## src/rtl/axi_irq_ctrl.sv

```systemverilog
// axi_irq_ctrl: AXI4 slave interrupt controller.
// Synchronises raw peripheral interrupt sources, latches edge or level
// pending state, masks it per source and drives one registered request
// line to the core. Software reads CLAIM to get the lowest-numbered active
// source. For edge sources the same read also acknowledges that source.
//
// Ports:
//   clk        system clock
//   rst        asynchronous active-low reset
//   axi_mosi   AXI4 slave request channels (AW, W, B ready, AR, R ready)
//   axi_miso   AXI4 slave response channels
//   irq_src_i  raw interrupt sources, asynchronous, active-high
//   irq_o      interrupt request to the core, registered
//
// Register map (addr[4:2]): 0 PENDING (W1C for edge sources), 1 ENABLE,
// 2 TRIGGER (1 = edge), 3 CLAIM (RO, side-effecting), 4 INFO (N_SOURCES).

package axi_irq_pkg;
  localparam int AXI_ADDR_W = 32;
  localparam int AXI_DATA_W = 32;
  localparam int AXI_ID_W   = 8;

  typedef struct packed {
    logic [AXI_ADDR_W-1:0]   awaddr;
    logic [AXI_ID_W-1:0]     awid;
    logic                    awvalid;
    logic [AXI_DATA_W-1:0]   wdata;
    logic [AXI_DATA_W/8-1:0] wstrb;
    logic                    wlast;
    logic                    wvalid;
    logic                    bready;
    logic [AXI_ADDR_W-1:0]   araddr;
    logic [AXI_ID_W-1:0]     arid;
    logic [7:0]              arlen;
    logic                    arvalid;
    logic                    rready;
  } s_axi_mosi_t;

  typedef struct packed {
    logic                  awready;
    logic                  wready;
    logic [AXI_ID_W-1:0]   bid;
    logic [1:0]            bresp;
    logic                  bvalid;
    logic                  arready;
    logic [AXI_DATA_W-1:0] rdata;
    logic [AXI_ID_W-1:0]   rid;
    logic [1:0]            rresp;
    logic                  rlast;
    logic                  rvalid;
  } s_axi_miso_t;
endpackage

module axi_irq_ctrl
  import axi_irq_pkg::*;
#(
  parameter int N_SOURCES   = 8,
  parameter int SYNC_STAGES = 2,
  parameter int ID_WIDTH    = AXI_ID_W
) (
  input  logic                 clk,
  input  logic                 rst,
  input  s_axi_mosi_t          axi_mosi,
  output s_axi_miso_t          axi_miso,
  input  logic [N_SOURCES-1:0] irq_src_i,
  output logic                 irq_o
);

  typedef enum logic {R_IDLE, R_DATA} r_state_e;
  typedef enum logic [1:0] {W_IDLE, W_DATA, W_RESP} w_state_e;

  localparam logic [2:0] ADDR_PENDING = 3'd0;
  localparam logic [2:0] ADDR_ENABLE  = 3'd1;
  localparam logic [2:0] ADDR_TRIGGER = 3'd2;
  localparam logic [2:0] ADDR_CLAIM   = 3'd3;
  localparam logic [2:0] ADDR_INFO    = 3'd4;

  logic [N_SOURCES-1:0] sync_q [SYNC_STAGES];
  logic [N_SOURCES-1:0] prev_q, src_sync, src_rise;
  logic [N_SOURCES-1:0] pending_q, pending_d, enable_q, enable_d, trigger_q, trigger_d;
  logic [N_SOURCES-1:0] active, claim_onehot, claim_clr, w1c;
  logic                 claim_hit, irq_q;
  logic [4:0]           claim_id;
  logic [31:0]          claim_value, wmask, wbits;

  r_state_e             r_state_q, r_state_d;
  logic [2:0]           r_addr_q, r_addr_d;
  logic [ID_WIDTH-1:0]  r_id_q, r_id_d;
  logic [7:0]           r_len_q, r_len_d, r_cnt_q, r_cnt_d;
  logic [31:0]          rdata_q, rdata_d;
  logic                 arready_q, arready_d, rvalid_q, rvalid_d, rlast_q, rlast_d;

  w_state_e             w_state_q, w_state_d;
  logic [2:0]           w_addr_q, w_addr_d;
  logic [ID_WIDTH-1:0]  w_id_q, w_id_d;
  logic                 wr_en;
  logic                 awready_q, awready_d, wready_q, wready_d, bvalid_q, bvalid_d;

  function automatic logic [31:0] ext(input logic [N_SOURCES-1:0] v);
    logic [31:0] r;
    r = '0;
    r[N_SOURCES-1:0] = v;
    return r;
  endfunction

  function automatic logic [31:0] reg_read(input logic [2:0] sel);
    case (sel)
      ADDR_PENDING: return ext(pending_q);
      ADDR_ENABLE:  return ext(enable_q);
      ADDR_TRIGGER: return ext(trigger_q);
      ADDR_CLAIM:   return claim_value;
      ADDR_INFO:    return 32'(N_SOURCES);
      default:      return '0;
    endcase
  endfunction

  assign src_sync = sync_q[SYNC_STAGES-1];
  assign src_rise = src_sync & ~prev_q;
  assign active   = pending_q & enable_q;

  // Lowest-index active source wins; scanning downwards lets the last hit stand.
  always_comb begin
    claim_hit    = 1'b0;
    claim_id     = '0;
    claim_onehot = '0;
    for (int i = N_SOURCES - 1; i >= 0; i--) begin
      if (active[i]) begin
        claim_hit = 1'b1;
        claim_id  = 5'(i);
      end
    end
    for (int i = 0; i < N_SOURCES; i++) begin
      claim_onehot[i] = claim_hit && (claim_id == 5'(i));
    end
    claim_value = claim_hit ? ({27'b0, claim_id} + 32'd1) : '0;
  end

  // Read channel: a CLAIM side effect happens only at AR accept; burst beats
  // of CLAIM repeat the value sampled there, other registers are re-read.
  always_comb begin
    r_state_d = r_state_q;
    r_addr_d  = r_addr_q;
    r_id_d    = r_id_q;
    r_len_d   = r_len_q;
    r_cnt_d   = r_cnt_q;
    rdata_d   = rdata_q;
    claim_clr = '0;
    case (r_state_q)
      R_IDLE: begin
        if (arready_q && axi_mosi.arvalid) begin
          r_state_d = R_DATA;
          r_addr_d  = axi_mosi.araddr[4:2];
          r_id_d    = axi_mosi.arid;
          r_len_d   = axi_mosi.arlen;
          r_cnt_d   = '0;
          rdata_d   = reg_read(axi_mosi.araddr[4:2]);
          if (axi_mosi.araddr[4:2] == ADDR_CLAIM) begin
            claim_clr = claim_onehot & trigger_q;
          end
        end
      end
      R_DATA: begin
        if (rvalid_q && axi_mosi.rready) begin
          if (r_cnt_q == r_len_q) begin
            r_state_d = R_IDLE;
          end else begin
            r_cnt_d = r_cnt_q + 8'd1;
            if (r_addr_q != ADDR_CLAIM) begin
              rdata_d = reg_read(r_addr_q);
            end
          end
        end
      end
      default: r_state_d = R_IDLE;
    endcase
    arready_d = (r_state_d == R_IDLE);
    rvalid_d  = (r_state_d == R_DATA);
    rlast_d   = (r_state_d == R_DATA) && (r_cnt_d == r_len_d);
  end

  // Write channel: address phase, any number of data beats, then response.
  always_comb begin
    w_state_d = w_state_q;
    w_addr_d  = w_addr_q;
    w_id_d    = w_id_q;
    wr_en     = 1'b0;
    case (w_state_q)
      W_IDLE: begin
        if (awready_q && axi_mosi.awvalid) begin
          w_state_d = W_DATA;
          w_addr_d  = axi_mosi.awaddr[4:2];
          w_id_d    = axi_mosi.awid;
        end
      end
      W_DATA: begin
        if (wready_q && axi_mosi.wvalid) begin
          wr_en = 1'b1;
          if (axi_mosi.wlast) begin
            w_state_d = W_RESP;
          end
        end
      end
      W_RESP: begin
        if (bvalid_q && axi_mosi.bready) begin
          w_state_d = W_IDLE;
        end
      end
      default: w_state_d = W_IDLE;
    endcase
    awready_d = (w_state_d == W_IDLE);
    wready_d  = (w_state_d == W_DATA);
    bvalid_d  = (w_state_d == W_RESP);
  end

  // Register updates. A rising edge overrides any clear on the same bit;
  // level sources simply mirror the synchronised input.
  always_comb begin
    for (int b = 0; b < 4; b++) begin
      wmask[8*b +: 8] = {8{axi_mosi.wstrb[b]}};
    end
    wbits     = axi_mosi.wdata & wmask;
    enable_d  = enable_q;
    trigger_d = trigger_q;
    w1c       = '0;
    if (wr_en) begin
      case (w_addr_q)
        ADDR_PENDING: w1c = wbits[N_SOURCES-1:0];
        ADDR_ENABLE:  enable_d  = (enable_q & ~wmask[N_SOURCES-1:0]) | wbits[N_SOURCES-1:0];
        ADDR_TRIGGER: trigger_d = (trigger_q & ~wmask[N_SOURCES-1:0]) | wbits[N_SOURCES-1:0];
        default: ;
      endcase
    end
    pending_d = (trigger_q & ((pending_q & ~w1c & ~claim_clr) | src_rise)) |
                (~trigger_q & src_sync);
  end

  always_ff @(posedge clk or negedge rst) begin
    if (!rst) begin
      for (int i = 0; i < SYNC_STAGES; i++) sync_q[i] <= '0;
      prev_q    <= '0;
      pending_q <= '0;
      enable_q  <= '0;
      trigger_q <= '0;
      irq_q     <= 1'b0;
      r_state_q <= R_IDLE;
      r_addr_q  <= '0;
      r_id_q    <= '0;
      r_len_q   <= '0;
      r_cnt_q   <= '0;
      rdata_q   <= '0;
      arready_q <= 1'b0;
      rvalid_q  <= 1'b0;
      rlast_q   <= 1'b0;
      w_state_q <= W_IDLE;
      w_addr_q  <= '0;
      w_id_q    <= '0;
      awready_q <= 1'b0;
      wready_q  <= 1'b0;
      bvalid_q  <= 1'b0;
    end else begin
      sync_q[0] <= irq_src_i;
      for (int i = 1; i < SYNC_STAGES; i++) sync_q[i] <= sync_q[i-1];
      prev_q    <= src_sync;
      pending_q <= pending_d;
      enable_q  <= enable_d;
      trigger_q <= trigger_d;
      irq_q     <= |active;
      r_state_q <= r_state_d;
      r_addr_q  <= r_addr_d;
      r_id_q    <= r_id_d;
      r_len_q   <= r_len_d;
      r_cnt_q   <= r_cnt_d;
      rdata_q   <= rdata_d;
      arready_q <= arready_d;
      rvalid_q  <= rvalid_d;
      rlast_q   <= rlast_d;
      w_state_q <= w_state_d;
      w_addr_q  <= w_addr_d;
      w_id_q    <= w_id_d;
      awready_q <= awready_d;
      wready_q  <= wready_d;
      bvalid_q  <= bvalid_d;
    end
  end

  assign irq_o            = irq_q;
  assign axi_miso.awready = awready_q;
  assign axi_miso.wready  = wready_q;
  assign axi_miso.bid     = w_id_q;
  assign axi_miso.bresp   = 2'b00;
  assign axi_miso.bvalid  = bvalid_q;
  assign axi_miso.arready = arready_q;
  assign axi_miso.rdata   = rdata_q;
  assign axi_miso.rid     = r_id_q;
  assign axi_miso.rresp   = 2'b00;
  assign axi_miso.rlast   = rlast_q;
  assign axi_miso.rvalid  = rvalid_q;

  logic unused_bits;
  assign unused_bits = ^{axi_mosi.araddr[31:5], axi_mosi.araddr[1:0],
                         axi_mosi.awaddr[31:5], axi_mosi.awaddr[1:0],
                         wbits[31:N_SOURCES], wmask[31:N_SOURCES]};

endmodule

```

## config.mk

```make
export PLATFORM = sky130hd
export DESIGN_NAME = axi_irq_ctrl
export DESIGN_NICKNAME = d
export VERILOG_FILES = /design/src/rtl/axi_irq_ctrl.sv
export SDC_FILE = /design/constraint.sdc
export NUM_CORES = 1
export LEC_CHECK = 0
export ABC_AREA = 1
export CORE_MARGIN = 4
export CORE_UTILIZATION = 48
export CTS_BUF_LIST = sky130_fd_sc_hd__clkbuf_8
export DETAILED_ROUTE_END_ITERATION = 10
export HOLD_SLACK_MARGIN = 0.06
export PLACE_DENSITY = 0.91
export SETUP_SLACK_MARGIN = 0.3
export SLEW_MARGIN = 15
export SYNTH_ARGS = -nofsm -noshare
export SYNTH_HDL_FRONTEND = slang
export SYNTH_SLANG_ARGS = --single-unit
```

## constraint.sdc

```tcl
create_clock -name clk -period 4.8 [get_ports clk]
set_clock_uncertainty 0.1 [all_clocks]
set_input_delay 0.72 -clock clk [delete_from_list [all_inputs] [get_ports clk]]
set_output_delay 0.72 -clock clk [all_outputs]
set_load 0.005 [all_outputs]
```

Yosys cells after proc, flatten, opt, wreduce, memory -nomap -nowiden
Index checks and enable logic that the tools add are counted.

word-level totals
  bits in latches = 0
  memory bits (read-only) = 0
  register bits after elaboration = 127
  memories kept = 0
  input port bits = 140
  memory bits (writable) = 0

cells by class
  add/subtract/negate cells = 2
  equal/unequal tests = 28
  div/mod/pow operators = 0
  order comparisons = 0
  bitwise operators = 21
  multiply operators = 0
  multiplexer cells = 46
  reductions and logical operators = 26
  shift operators = 0

operators with widths
  cell                                                                   count
  32-bit 2-to-1 mux                                                      4
  8-bit bitwise AND                                                      10
  8-bit 2-to-1 mux                                                       10
  8-bit case mux with 5 select lines                                     2
  32-bit case mux with 2 select lines                                    1
  8-bit NOT                                                              5
  8-bit OR                                                               4
  5-bit 2-to-1 mux                                                       6
  5-bit by 3-bit equality test with 1-bit output, second input constant  4
  8-bit equality test                                                    2
  8-bit case mux with 2 select lines                                     1
  3-bit by 2-bit equality test with 1-bit output, second input constant  5
  1-bit logical AND                                                      14
  1-bit 2-to-1 mux                                                       13
  5-bit by 2-bit equality test with 1-bit output, second input constant  2
  3-bit by 1-bit equality test with 1-bit output, second input constant  3
  3-bit zero test                                                        3
  8-bit by 1-bit adder with 8-bit output, second input constant          1
  2-bit 2-to-1 mux                                                       4
  2-bit AND reduction                                                    4
  8-bit OR reduction                                                     1
  5-bit by 1-bit adder with 6-bit output, second input constant          1
  3-bit equality test, second input constant                             2
  3-bit 2-to-1 mux                                                       2
  13 further kinds                                                       19

Longest topological paths before layout
  depth after elaboration = 20
  depth in mapped cells = 15

Worst setup path after synthesis
Ideal clock, no wire load.

  path kind = input to register
  start point = in axi_mosi[1] (netlist name)
  end point = reg pending_q[1]
  arrival = 1741 ps
  buffers on the path = 1
  setup time = 125 ps
  setup slack = 2835 ps
  stages on the path = 10
  cells stage by stage = nand2_1 > nor2_1 > buf_2 > nand2_1 > nor2_1 > inv_1 > nor2_1 > inv_1 > o2111ai_1 > nand2_1

on the way
  word-level cells in the longest chain between the ends = 8

RTL lines
  item                    RTL line  RTL
  start: declaration      63        input s_axi_mosi_t axi_mosi,
  1-bit logical AND       150       if (arready_q && axi_mosi.arvalid) begin
  8-bit 2-to-1 mux        150
  8-bit 2-to-1 mux        148       case (r_state_q)
  8-bit NOT               233       pending_d = (trigger_q & ((pending_q & ~w1c & ~claim_clr) | src_rise)) |
  8-bit bitwise AND       233
  8-bit OR                233
  8-bit bitwise AND       233
  8-bit OR                233
  net pending_d[1]        80        logic [N_SOURCES-1:0] pending_q, pending_d, enable_q, enable_d, trigger_q, trigger_d;
  end signal: assignment  264       pending_q <= pending_d;
  end: declaration        80

The timed path passes the listed nets, and every way through them passes these cells.
A chain may end at the register's enable or synchronous reset.

Final worst setup path
  start point = in axi_mosi[1] (netlist name)
  end point = reg rlast_q

on the way
  word-level cells in the longest chain between the ends = 5

RTL lines
  item                                                                    RTL line  RTL
  1-bit logical AND (*)                                                   150
  8-bit 2-to-1 mux                                                        150
  8-bit case mux with 2 select lines or 8-bit 2-to-1 mux (tied branches)  148
  8-bit equality test                                                     178       rlast_d = (r_state_d == R_DATA) && (r_cnt_d == r_len_d);
  1-bit logical AND (*)                                                   178
  net rlast_d                                                             91        logic arready_q, arready_d, rvalid_q, rvalid_d, rlast_q, rlast_d;
  end signal: assignment                                                  276       rlast_q <= rlast_d;
  end: declaration                                                        91

The timed path passes the listed nets; every way through them passes the cells marked *.

==> impl_metrics.json <==
{
  "status": "finished clean",
  "async_flop_share_pct": 100,
  "ys_types": 30,
  "area_growth_pct": 20.6,
  "clk_latency_ns": 0.38,
  "avgSynthCellArea_um2": 7.92,
  "grt.total_usage_pct": 18.1,
  "register_area_um2": 2580,
  "nets": 876,
  "die_height_um": 112,
  "cts_tree": "built",
  "netlist_area_um2": 5140,
  "setup_tns_ns": 0,
  "cts.sinks": 103,
  "routed_wl_um": 11100,
  "utilization_pct": 59.8,
  "multiInputGateArea_um2": 2040,
  "rows": 37,
  "drc_errors": 0,
  "drtIter0Drc": 292,
  "yosysTopAreaCellShare_pct": 50.1,
  "post-route-period-util_pct": 52.1,
  "first_global_vias": 4092,
  "drive_above_1_share_pct": 6.24,
  "initial_utilization_pct": 49.6,
  "slew-limit-headroom_pct": 43.6,
  "power.density_nw_per_um2": 516,
  "maxSlewViolCount": 0,
  "grt-ovfl-total": 0,
  "fin_crit_ns": 2.50,
  "vias": 4295,
  "clock-root-buffer": "clkbuf_8",
  "die-area_um2": 12400,
  "crit_chain": "clkdlybuf4s50_1 -> nand2_1 -> nor2_1 -> inv_1 -> or2_2 -> o21ai_0 -> nand3_1 -> nand2_1 -> nand3_1 -> nor2_1 -> nand3_1 -> nor2_1",
  "drt-vias-per-instance": 4.92,
  "hpwl_um": 8450,
  "antenna_left": 0,
  "worst_slew_pin_slew_ns": 0.845,
  "antenna_found_initial": 0,
  "numCtsBuffers": 9,
  "design_area_um2": 6200,
  "hold_class": "reg2reg",
  "cts-htree-levels": 3,
  "routedWlPerCell_um": 12.7,
  "r2r-start": "rvalid_q",
  "hold_viol_final": 0,
  "cp.arrival_ns": 2.72,
  "finalSetupViolCount": 0,
  "cts_resized": 0,
  "p_leak_nw": 3.10,
  "yosysMostFrequentCell": "nand2_1",
  "fmax_ghz": 0.400,
  "hold_buffers": 0,
  "port_buffers": 85,
  "gp_congestion": 0.938,
  "grt_pass1_wl_um": 18800,
  "grt_start_max_net_pins": 71,
  "ys_warn_count": 0,
  "place_area_um2": 5990,
  "critPathKind": "in2reg",
  "synthTopCellsByCount": "nand2_1, dfrtp_1, inv_1",
  "synth_enable_flop_cells": 0,
  "hold_start": "sync_q[8]",
  "antenna_cells": 0,
  "slowest_delay_ns": 0.45,
  "rsz0062_at_grt": "false",
  "synth_seq_cells": 103,
  "ys.flop_type": "dfrtp_1",
  "num_io_pins": 199,
  "die_x_um": 112,
  "clk_pin_slew_ns": 0.11,
  "cts_setup_buffers": 0,
  "ys_seq_area_share_pct": 50.1,
  "required_ns": 5.02,
  "synthTopCellsByArea": "dfrtp_1, nand2_1, inv_1, buf_4, o21ai_0",
  "dr.pass1.iters": 5,
  "slowest_stage": "clkdlybuf4s50_1",
  "core_um2": 10400,
  "ir_worst_vdd_v": 0.000313,
  "critPathLaunch": "axi_mosi[1]",
  "crit_path_start_kind": "input pin",
  "drv_cap": 0,
  "end_kind": "flop",
  "num-fill-cells": 885,
  "yosysTopAreaCell": "dfrtp_1",
  "hold-worst-slack_ns": 0.258,
  "worst-path-max-fanout": 19,
  "clockBufferDepth": 2,
  "synthCells": 649
}
[layout by cell type (no fill, tap or decap), types with 3 or more instances in the layout]
master / synthesis / layout
a21oi_1: 12 / 12
a221oi_1: 3 / 3
buf_4: 34 / 3
clkbuf_8: 0 / 9
clkdlybuf4s50_1: 0 / 84
clkinv_8: 0 / 3
conb_1: 1 / 28
dfrtp_1: 103 / 103
ha_1: 4 / 4
inv_1: 89 / 89
mux2_2: 9 / 9
nand2_1: 217 / 217
nand3_1: 30 / 30
nand4_1: 13 / 13
nor2_1: 43 / 43
nor2_2: 3 / 3
nor3_1: 4 / 4
o2111ai_1: 6 / 6
o21ai_0: 44 / 44
o22ai_1: 6 / 6
or2_2: 7 / 7
[logic make-up after synthesis]
kind of cell | Yosys count | share of synthesized area, %
mux | 9 | 1.97
other cells | 1 | 0.0729
fa+ha+maj | 4 | 0.973
simple gates | 321 | 25.8
buf+inv | 133 | 12.2
flops | 103 | 50.1
compound gates | 78 | 8.78
[metrics by stage]
| step | total power [mW] | setup WS [ns] | std cells |
|---|---|---|---|
| floorplan | 2.16 | 2.83 | 676 |
| global route | 3.47 | 2.13 | 873 |
| CTS | 3.21 | 2.33 | 873 |
| finish | 3.20 | 2.30 | 873 |
| detailed placement | 2.66 | 1.95 | 857 |
| global placement | 2.59 | 1.92 | 857 |
[routing by layer]
layer / vias to the layer above / track usage, % / part of all wire (%)
li1: 2153 / - / -
met2: 150 / 29.7 / 48
met5: - / 0 / 0
met3: 33 / 4.57 / 6.7
met1: 1959 / 23.3 / 43
met4: 0 / 6.89 / 2.3
[power by group]
group | total, mW | switching [mW] | leakage (nW) | internal (mW)
Combinational | 1.27 | 0.696 | 1.74 | 0.574
Sequential | 1.38 | 0.236 | 1.26 | 1.15
Clock | 0.545 | 0.335 | 0.105 | 0.210
Total | 3.20 | 1.27 | 3.10 | 1.93
[final timing paths]
check                                              to  slack [ns]  cells after the start
max                                           rlast_q        2.30                     12
min                                       src_sync[0]        0.26                      0
max reg2reg                                   rlast_q        2.51                     11
min reg2reg                               src_sync[0]        0.26                      0
max in group asynchronous                   r_id_q[4]        3.32                      2
min in group asynchronous  asynchronous set/reset pin        0.33                      1
[cell type report]
class / count / area share [%]
Tap cell: 136 / 2.74
Clock buffer: 9 / 2.00
Timing Repair Buffer: 87 / 13.9
Clock inverter: 7 / 1.39
Sequential cell: 103 / 41.6
Inverter: 91 / 5.51
Multi-Input combinational cell: 440 / 32.9
[worst max-delay path, delay by kind of cell]
family          cells  cell delay (ns)
compound gates      1             0.11
buf+inv             2             0.72
simple gates        9             1.15
Note: power is estimated with default switching activity, not from simulation.
